`src/rtl/ifetch_queue.sv`:
```
// Instruction fetch: owns the fetch PC, reads instruction memory over req/ack and queues {instr, pc} for decode.
// Optional build macro IFQ_PERF_EN enables the perf_fetched / perf_flushes counters.
module ifetch_queue #(
    parameter int              DEPTH    = 4,
    parameter int              PC_W     = 16,
    parameter logic [PC_W-1:0] RESET_PC = '0
) (
    input  logic                       clk,
    input  logic                       rst_n,
    output logic                       imem_req,
    output logic [PC_W-1:0]            imem_addr,
    input  logic                       imem_ack,
    input  logic [15:0]                imem_data,
    output logic                       dec_valid,
    input  logic                       dec_ready,
    output logic [15:0]                dec_instr,
    output logic [PC_W-1:0]            dec_pc,
    input  logic                       redir_valid,
    input  logic [PC_W-1:0]            redir_pc,
    output logic [$clog2(DEPTH):0]     q_count,
    output logic [15:0]                perf_fetched,
    output logic [15:0]                perf_flushes
);
    localparam int AW = $clog2(DEPTH);
    localparam int CW = AW + 1;

    typedef enum logic [1:0] {IDLE, REQ, DISCARD} state_t;

    state_t          r_state;
    logic [PC_W-1:0] r_fetch_pc;
    logic [PC_W-1:0] r_addr;
    logic            r_req;
    logic [15:0]     r_instr_mem [DEPTH];
    logic [PC_W-1:0] r_pc_mem    [DEPTH];
    logic [AW-1:0]   r_wptr;
    logic [AW-1:0]   r_rptr;
    logic [CW-1:0]   r_count;

    logic            w_push;
    logic            w_pop;
    logic [CW-1:0]   w_count_next;
    logic            w_room;
    logic [PC_W-1:0] w_pc_inc;

    // A redirect squashes both the returning word and any pop in the same cycle.
    assign w_push       = (r_state == REQ) && imem_ack && !redir_valid;
    assign w_pop        = dec_ready && (r_count != '0) && !redir_valid;
    assign w_count_next = r_count + CW'(w_push) - CW'(w_pop);
    assign w_room       = w_count_next < CW'(DEPTH);
    assign w_pc_inc     = r_fetch_pc + PC_W'(1);

    always_ff @(posedge clk or negedge rst_n) begin
        if (!rst_n) begin
            r_wptr  <= '0;
            r_rptr  <= '0;
            r_count <= '0;
        end else if (redir_valid) begin
            r_wptr  <= '0;
            r_rptr  <= '0;
            r_count <= '0;
        end else begin
            if (w_push) r_wptr <= r_wptr + AW'(1);
            if (w_pop)  r_rptr <= r_rptr + AW'(1);
            r_count <= w_count_next;
        end
    end

    always_ff @(posedge clk) begin
        if (w_push) begin
            r_instr_mem[r_wptr] <= imem_data;
            r_pc_mem[r_wptr]    <= r_fetch_pc;
        end
    end

    // Only one request may be outstanding; the room check includes the one about to return.
    always_ff @(posedge clk or negedge rst_n) begin
        if (!rst_n) begin
            r_state    <= IDLE;
            r_fetch_pc <= RESET_PC;
            r_addr     <= RESET_PC;
            r_req      <= 1'b0;
        end else if (redir_valid) begin
            r_fetch_pc <= redir_pc;
            if ((r_state != IDLE) && !imem_ack) begin
                r_state <= DISCARD;
                r_req   <= 1'b1;
            end else begin
                r_state <= REQ;
                r_req   <= 1'b1;
                r_addr  <= redir_pc;
            end
        end else begin
            case (r_state)
                IDLE: begin
                    if (w_room) begin
                        r_state <= REQ;
                        r_req   <= 1'b1;
                        r_addr  <= r_fetch_pc;
                    end
                end
                REQ: begin
                    if (imem_ack) begin
                        r_fetch_pc <= w_pc_inc;
                        r_addr     <= w_pc_inc;
                        if (!w_room) begin
                            r_state <= IDLE;
                            r_req   <= 1'b0;
                        end
                    end
                end
                DISCARD: begin
                    if (imem_ack) begin
                        r_state <= REQ;
                        r_req   <= 1'b1;
                        r_addr  <= r_fetch_pc;
                    end
                end
                default: begin
                    r_state <= IDLE;
                    r_req   <= 1'b0;
                end
            endcase
        end
    end

    assign imem_req  = r_req;
    assign imem_addr = r_addr;
    assign q_count   = r_count;
    assign dec_valid = (r_count != '0);
    assign dec_instr = dec_valid ? r_instr_mem[r_rptr] : '0;
    assign dec_pc    = dec_valid ? r_pc_mem[r_rptr]    : '0;

`ifdef IFQ_PERF_EN
    logic [15:0] r_perf_fetched;
    logic [15:0] r_perf_flushes;

    always_ff @(posedge clk or negedge rst_n) begin
        if (!rst_n) begin
            r_perf_fetched <= '0;
            r_perf_flushes <= '0;
        end else begin
            if (w_push)      r_perf_fetched <= r_perf_fetched + 16'd1;
            if (redir_valid) r_perf_flushes <= r_perf_flushes + 16'd1;
        end
    end

    assign perf_fetched = r_perf_fetched;
    assign perf_flushes = r_perf_flushes;
`else
    assign perf_fetched = '0;
    assign perf_flushes = '0;
`endif

endmodule

```
`config.mk`:
```
export PLATFORM = sky130hd
export DESIGN_NAME = ifetch_queue
export DESIGN_NICKNAME = d
export VERILOG_FILES = /design/src/rtl/ifetch_queue.sv
export SDC_FILE = /design/constraint.sdc
export NUM_CORES = 1
export LEC_CHECK = 0
export ABC_CLOCK_PERIOD_IN_PS = 4970
export CORE_MARGIN = 8
export CORE_UTILIZATION = 45
export CTS_BUF_LIST = sky130_fd_sc_hd__clkbuf_4
export CTS_CLUSTER_DIAMETER = 120
export CTS_CLUSTER_SIZE = 28
export DETAILED_ROUTE_END_ITERATION = 7
export PLACE_DENSITY_LB_ADDON = 0.05
export SKIP_LAST_GASP = 1
export SLEW_MARGIN = 20
export SYNTH_ARGS = -nofsm -noshare
export SYNTH_HDL_FRONTEND = slang
export SYNTH_SLANG_ARGS = --single-unit
export TNS_END_PERCENT = 30
```
`constraint.sdc`:
```
create_clock -name clk -period 4.97 [get_ports clk]
set_input_delay 1.2425 -clock clk [delete_from_list [all_inputs] [get_ports clk]]
set_output_delay 1.2425 -clock clk [all_outputs]
set_load 0.01 [all_outputs]
```
# Word-level counts from Yosys, hierarchy flattened
# Memories as Yosys holds them, arrays and structs flattened.
# Cells that the tools add are included.
# word_totals
ram_bits	128
output_inout_bits	85
n_memories	2
reg_bits	42
# classes
mux	30
n_lt_le_gt_ge	1
n_addsub	5
reduce_logical	18
eq_ne	7
# mem_list
memory	depth	width	rd	rd_clocked_by_memory_dff	write_ports	line	rtl
r_instr_mem	4	16	1	0	1	33	logic [15:0] r_instr_mem [DEPTH];
r_pc_mem	4	16	1	0	1	34	logic [PC_W-1:0] r_pc_mem [DEPTH];
# op_table
op	n
$mux 16	9
$pmux 16 s3	1
$mux 2	10
$add 16x1->16 const B	1
$ne 3x3->1 const B	4
$reduce_bool 2->1	5
$mux 1	7
$pmux 2 s3	1
$logic_and 1x1->1	5
$reduce_and 5->1	1
$add 2x1->2 const B	2
$reduce_and 4->1	1
$reduce_bool 4->1	1
$add 3x1->3	1
$lt 3x3->1 const B	1
$mux 3	1
$pmux 1 s3	1
$reduce_bool 3->1	1
$sub 3x1->3	1
$eq 2x1->1 const B	1
$eq 2x2->1 const B	1
$logic_not 1->1	2
$logic_not 2->1	1
$ne 2x2->1 const B	1
$reduce_and 2->1	1

# Logic depth before layout (Yosys ltp)
# Gate-level depths: netlist (run 1).
# logic_depth
depth_word	10
ltp_mapped	15
ltp_nobuf	12

# Worst setup path before layout (run 1)
# OpenSTA, ideal clock, no wires.
# synth_path
path_kind	input-to-reg
startpoint	input redir_valid
endpoint	register r_addr[6] (netlist: imem_addr[6])
t_required_ns	4.845
slack_ns	0.582
arrival_time_ns	4.263
setup_time_ns	0.125
cell_stages	15
cell_sequence	clkbuf_1 -> clkbuf_1 -> clkbuf_1 -> nor2_1 -> ha_1 -> inv_1 -> ha_1 -> inv_1 -> fa_1 -> xor3_1 -> and3_1 -> buf_6 -> nor3_4 -> buf_6 -> mux2_4
# synth_between
elab_chain_cells	7
elab_cells_between_ends	13
classes_between	2 x add/sub; 1 x order compare; 4 x eq/ne; 1 x mux; 5 x reduce/logical
# synth_lines
element	line	rtl
start: declaration	18	input logic redir_valid,
$logic_not 1->1	46, 47	
$logic_and 1x1->1	46	assign w_push = (r_state == REQ) && imem_ack && !redir_valid;
$add 3x1->3	48	assign w_count_next = r_count + CW'(w_push) - CW'(w_pop);
$sub 3x1->3	48	
$lt 3x3->1	49	assign w_room = w_count_next < CW'(DEPTH);
$ne 3x3->1 (no line)	-	
$reduce_and 5->1 (no line)	-	
end signal: assignment	90	r_addr <= redir_pc;
end signal: assignment	98	r_addr <= r_fetch_pc;
end signal: assignment	104	r_addr <= w_pc_inc;
end: declaration	31	logic [PC_W-1:0] r_addr;
# Several ways; a longest one is shown, not always the timed one.
# A chain may end at the register's enable or synchronous reset.

# Final worst setup path (run 1)
# layout_path
startpoint	register r_rptr[1]
endpoint	output dec_pc[13]
# layout_between
elab_chain_cells	2
# layout_lines
element	line	rtl
start: declaration	36	logic [AW-1:0] r_rptr;
start signal: assignment	63	if (w_pop) r_rptr <= r_rptr + AW'(1);
$mem_v2 4x16	-	
$mux 16	131	assign dec_pc = dec_valid ? r_pc_mem[r_rptr] : '0;
end: declaration	17	output logic [PC_W-1:0] dec_pc,
# Every way passes these cells.

==> results of run 1 <==
worst min-delay path by stage:
stage	endpoint	from	cells after the start	slack [ns]
after floorplan	r_pc_mem[0][4]	r_fetch_pc[4]	0	0.47
after global placement	imem_addr[5]	imem_addr[5]	1	0.50
after detailed placement	imem_addr[1]	imem_addr[1]	1	0.50
after CTS	imem_addr[5]	imem_addr[5]	1	0.54
after global routing	imem_addr[4]	imem_addr[4]	1	0.55
final	imem_addr[5]	imem_addr[5]	1	0.53
power breakdown:
part | internal (W) | switching, W
registers | 0.00171 | 0.000183
clock network | 0.000347 | 0.000464
logic | 0.000854 | 0.000670
through the flow:
stage | utilization | total power [W] | cell area (sq um)
2_1_floorplan | - | 0.00279 | 7900
3_3_place_gp | 0.511 | 0.00347 | 8750
3_5_place_dp | 0.511 | 0.00348 | 8750
4_1_cts | 0.528 | 0.00429 | 9040
5_1_grt | 0.528 | 0.00446 | 9040
6_report | 0.528 | 0.00422 | 9040
sequential cells by signal (all words and copies together) (netlist names):
signal / flops
r_rptr: 2
r_pc_mem: 64
r_fetch_pc: 16
q_count: 3
r_instr_mem: 64
imem_addr: 16
imem_req: 1
r_wptr: 2
r_state: 2
cell families after synthesis:
logic type	count (synthesis)	synth area share
muxes	50	0.119
AOI/OAI and AO/OA	57	0.0502
DFF	170	0.629
other	1	0.000482
adders and majority gates	8	0.0138
and+or+nand+nor	147	0.105
xor gates and xnor gates	19	0.0256
buffers and inverters	80	0.0577
final cells by class:
cell class | count | area share
Clock inverter | 14 | 0.0170
Timing Repair Buffer | 98 | 0.107
Tap cell | 225 | 0.0311
Clock buffer | 18 | 0.0149
Multi-Input combinational cell | 313 | 0.283
Inverter | 12 | 0.00498
Sequential cell | 170 | 0.542
per-layer routing:
layer / vias up / track usage
met3: 15 / 0.0489
met4: 0 / 0.0510
met5: - / 0
met1: 2287 / 0.202
met2: 165 / 0.248
li1: 2110 / -
synthesized netlist by cell type (all sizes together), types with 12 or more instances:
cell type,instances,area (sq um)
edfxtp,128,3840
buf,44,312
dfrtp,42,1050
and2,33,206
mux4,32,721
clkbuf,24,92.6
nand2,22,82.6
nor4,20,125
o21ai,18,90.1
nor2,17,63.8
nand3,14,70.1
xnor2,13,114
inv,12,45.0
mux2,12,143
==> reports/results.ini, run 1 <==
[yosys]
synth_area_per_cell_sq_um = 14.6
netlist_area_before_placement_sq_mm = 0.00778
synth_flop_cell = sky130_fd_sc_hd__edfxtp_1
ys_seq_elements = 170
synth-warning-count = 0
number_of_flops_mapped_to_enable_cells_by_yosys = 128
netlist_instances = 532
postSynth.asyncResetShare = 0.247
synth_cell_type_count = 50
yosysSeqAreaShare = 0.629

[timing]
layout_setup_ws_ns = 0.898
tightest_slew_ns = 0.950
finalSetupTns_ns = 0
fin_worst_skew_ns = 0.0289
timing.slew.headroom = 0.367
rsz0062_at_grt = no
fmax_ghz = 0.246
finalHoldWorstSlack_ns = 0.530
report.final.hold_viol_count = 0
min_period_over_period = 0.819
period_minus_slack_ns = 4.07
finalMaxSlewViolations = 0
report.final.setup_viol = 0

[cells_and_area]
layout_common_cells = sky130_fd_sc_hd__edfxtp_1 (128), sky130_fd_sc_hd__clkdlybuf4s50_1 (88), sky130_fd_sc_hd__dfrtp_1 (41), sky130_fd_sc_hd__and2_1 (33)
ff_latch_area_sq_mm = 0.00490
insertedDiodeCount = 0
layout.cells.most_common = sky130_fd_sc_hd__edfxtp_1
layout-drive-gt1-share = 0.147
num-nets-final = 657
fill_cells = 1488
area_growth_syn_to_layout_pct = 16.2
multiInputGateArea_sq_mm = 0.00256
layoutNonFillerInstCount = 850

[route]
post_route_drc_violation_count = 0
highest_layer = met4
detail_route.wirelength_microns = 16700
met3RoutedLength_microns = 945
met2WireLength_microns = 8090
route.layer.met1.wl_microns = 7520
first_pass_iters = 5
dr_total_vias = 4577
drt.antenna.violating_nets = 0
route.detailed.wl_per_inst_microns = 19.7
via_per_inst = 5.38
initialDrtViolationCount = 327

[setup_path]
path_delay_family = flip-flops
cp.arrival_ns = 2.83
critPathCaptureType = output port
rrSetupSlack_ns = 1.03
r2r.worst_path.cells = 13
timing.critical_path.from = r_rptr[1]
startpoint_class = flip-flop
crit_path_max_fanout = 19
crit_path_category = reg2out
worst_setup_path_endpoint = dec_pc[13]
reg2reg_to = imem_addr[8]
crit_chain = buf_4 > mux4_2 > and2_1 > clkdlybuf4s50_1
rr_startpoint = q_count[1]
required_ns = 3.73
cpPeakStageDelay_ns = 0.98
crit_path_top_delay_cell = sky130_fd_sc_hd__dfrtp_1
worst-path-buf-inv = 2
critical_path_depth = 4

[power]
power.static_leakage_nw = 3.09
p_per_area_mw_per_mm2 = 467
maximum_vdd_drop_uv = 274

[hold_path]
hp-class = reg2reg

[floorplanning]
boundaryPins = 122
design.die.area_sq_mm = 0.0218
die_width_microns = 148
initial_utilization = 0.455
coreArea_sq_mm = 0.0171
row_count = 48
die_height_microns = 148

[grt]
track_usage = 0.157
grt_start_max_net_pins = 43
initial_antenna_violation_count = 0
first_pass_grt_wire_length_microns = 26300
number_of_global_route_vias_before_repair = 4796
globalRoute.totalOverflow = 0

[placed_design]
place_hpwl_microns = 10900
preCtsSetupSlack_ns = 0.451
port-buffer-count = 89
dp_cells = 818
finalWeightedCongestion = 0.827

[clock_network]
h-tree-depth = 4
numClockSinks = 170
insertion_delay_ns = 0.56
tritoncts_clock_tree = done
cts_hold_repair.buffers = 0
total_of_cells_resized_after_clock_tree_synthesis = 0
tritoncts.num_buffers = 17
path_clk_slew_ns = 0.15
clockRootBuffer = sky130_fd_sc_hd__clkbuf_4
cts_post_setup_buffers_inserted = 0
clock_path_buffers = 2

[status]
run_status = complete, no violations

[job]
max_cap_viol_count = 0

(Power assumes the default switching activity.)
==> inputs of run 2 (changes only) <==
Settings changed: ABC_CLOCK_PERIOD_IN_PS 4970 to 3250.
Clock period 4.97 ns to 3.25 ns, I/O delays scaled along.
==> reports/results.ini, run 2 (synthesis results as in run 1) <==
[timing]
report.final.setup_viol = 0
timing.slew.headroom = 0.509
min_period_over_period = 0.978
finalSetupTns_ns = 0
finalHoldWorstSlack_ns = 0.237
tightest_slew_ns = 0.736
period_minus_slack_ns = 3.18
rsz0062_at_grt = yes
report.final.hold_viol_count = 0
fin_worst_skew_ns = 0.0204
fmax_ghz = 0.315
finalMaxSlewViolations = 0

[route]
post_route_drc_violation_count = 0
via_per_inst = 5.29
first_pass_iters = 6
route.detailed.wl_per_inst_microns = 19.3
drt.antenna.violating_nets = 0
detail_route.wirelength_microns = 16800
dr_total_vias = 4624
initialDrtViolationCount = 285

[clock_network]
numClockSinks = 170
clock_path_buffers = 2
tritoncts.num_buffers = 17
clockRootBuffer = sky130_fd_sc_hd__clkbuf_4
cts_hold_repair.buffers = 0
path_clk_slew_ns = 0.14
tritoncts_clock_tree = done
h-tree-depth = 4
insertion_delay_ns = 0.54

[placed_design]
dp_cells = 836
dpl_cell_area_sq_mm = 0.00900
finalWeightedCongestion = 0.800
port-buffer-count = 89
place_hpwl_microns = 11200

[cells_and_area]
area_growth_syn_to_layout_pct = 20.0
layoutNonFillerInstCount = 874
layout_common_cells = sky130_fd_sc_hd__edfxtp_1 (128), sky130_fd_sc_hd__clkdlybuf4s50_1 (77), sky130_fd_sc_hd__dfrtp_1 (40), sky130_fd_sc_hd__and2_1 (33)
insertedDiodeCount = 0
layout.cells.most_common = sky130_fd_sc_hd__edfxtp_1
num-nets-final = 681
layout_top_registers = r_instr_mem (64), r_pc_mem (64)
fin_area_sq_mm = 0.00934
layout-drive-gt1-share = 0.188

[grt]
number_of_global_route_vias_before_repair = 4933
grt_start_max_net_pins = 43
globalRoute.totalOverflow = 0
track_usage = 0.158
initial_antenna_violation_count = 0
first_pass_grt_wire_length_microns = 27000

[hold_path]
hp-class = in2async

[setup_path]
required_ns = 2.44
cp.arrival_ns = 2.37
startpoint_class = flip-flop
crit_path_max_fanout = 9
critPathCaptureType = output port
crit_path_category = reg2out

[floorplanning]
boundaryPins = 122
row_count = 48
design.die.area_sq_mm = 0.0218
die_height_microns = 148
die_width_microns = 148
coreArea_sq_mm = 0.0171
initial_utilization = 0.455

[status]
run_status = complete, no violations

[power]
p_per_area_mw_per_mm2 = 713
maximum_vdd_drop_uv = 369
power.static_leakage_nw = 3.33

[job]
max_cap_viol_count = 0

==> run 2: cell count changes in the layout (fill, tap and decap cells not counted), moves of 3 or more <==
| cell | before | now |
|---|---|---|
| sky130_fd_sc_hd__buf_12 | 1 | 9 |
| sky130_fd_sc_hd__dlymetal6s2s_1 | 0 | 3 |
| sky130_fd_sc_hd__clkdlybuf4s50_1 | 88 | 77 |
| sky130_fd_sc_hd__buf_4 | 9 | 23 |
| sky130_fd_sc_hd__dlygate4sd2_1 | 0 | 8 |
==> run 2: path summary, 6_finish.rpt <==
path	startpoint	to	slack [ns]	depth (start not counted)
min	rst_n	q_count[1]	0.24	1
max in group asynchronous	rst_n	r_rptr[0]	2.56	1
min reg2reg	imem_addr[0]	imem_addr[0]	0.54	1
min in group clk	imem_addr[0]	imem_addr[0]	0.54	1
max	r_rptr[0]	dec_pc[0]	0.07	4
max reg2reg	q_count[0]	imem_addr[4]	0.14	13
==> run 2: repair_timing <==
action                                 in CTS  in global routing
setup endpoints to repair                  32                 38
setup buffers                               1                  5
gates resized for setup                    10                  6
endpoints found under the hold margin       0                  0
cloned                                      0                  0
==> run 2: worst max-delay path, cell delays in order, from the launching register on <==
cell and delay (ns):
sky130_fd_sc_hd__dfrtp_4 0.51, sky130_fd_sc_hd__buf_12 0.16, sky130_fd_sc_hd__mux4_2 0.50, sky130_fd_sc_hd__and2_1 0.17, sky130_fd_sc_hd__clkdlybuf4s50_1 0.47
==> run 2: final cells by class <==
cell class	count	area, sq um
fillers	1433	7780
flip-flops and latches	170	4900
inverters	12	45.0
clock inverters	14	146
repair buffers	122	1250
multi-input cells	313	2580
well taps	225	282
clock buffers	18	135
==> run 2: layer usage <==
| metal | part of all wire | vias to the layer above | GRT usage |
|---|---|---|---|
| met5 | 0 | - | 0 |
| li1 | - | 2149 | - |
| met4 | 0.0090 | 0 | 0.0439 |
| met1 | 0.47 | 2342 | 0.209 |
| met3 | 0.046 | 12 | 0.0449 |
| met2 | 0.48 | 121 | 0.251 |
==> run 2: metrics by stage <==
| stage | util | power, W | setup WS, ns |
|---|---|---|---|
| CTS | 0.542 | 0.00671 | -0.0331 |
| detailed placement | 0.526 | 0.00550 | -0.519 |
| finish | 0.546 | 0.00666 | 0.0704 |
| global route | 0.546 | 0.00705 | -0.0659 |
| floorplan | - | 0.00428 | -0.224 |
| global placement | 0.526 | 0.00547 | -0.449 |
==> run 2: power by group <==
part           leakage, nW  internal, W  switching (W)
Sequential            1.65      0.00261       0.000209
Clock                0.148     0.000471       0.000737
Combinational         1.53      0.00146        0.00116
Total                 3.33      0.00455        0.00211
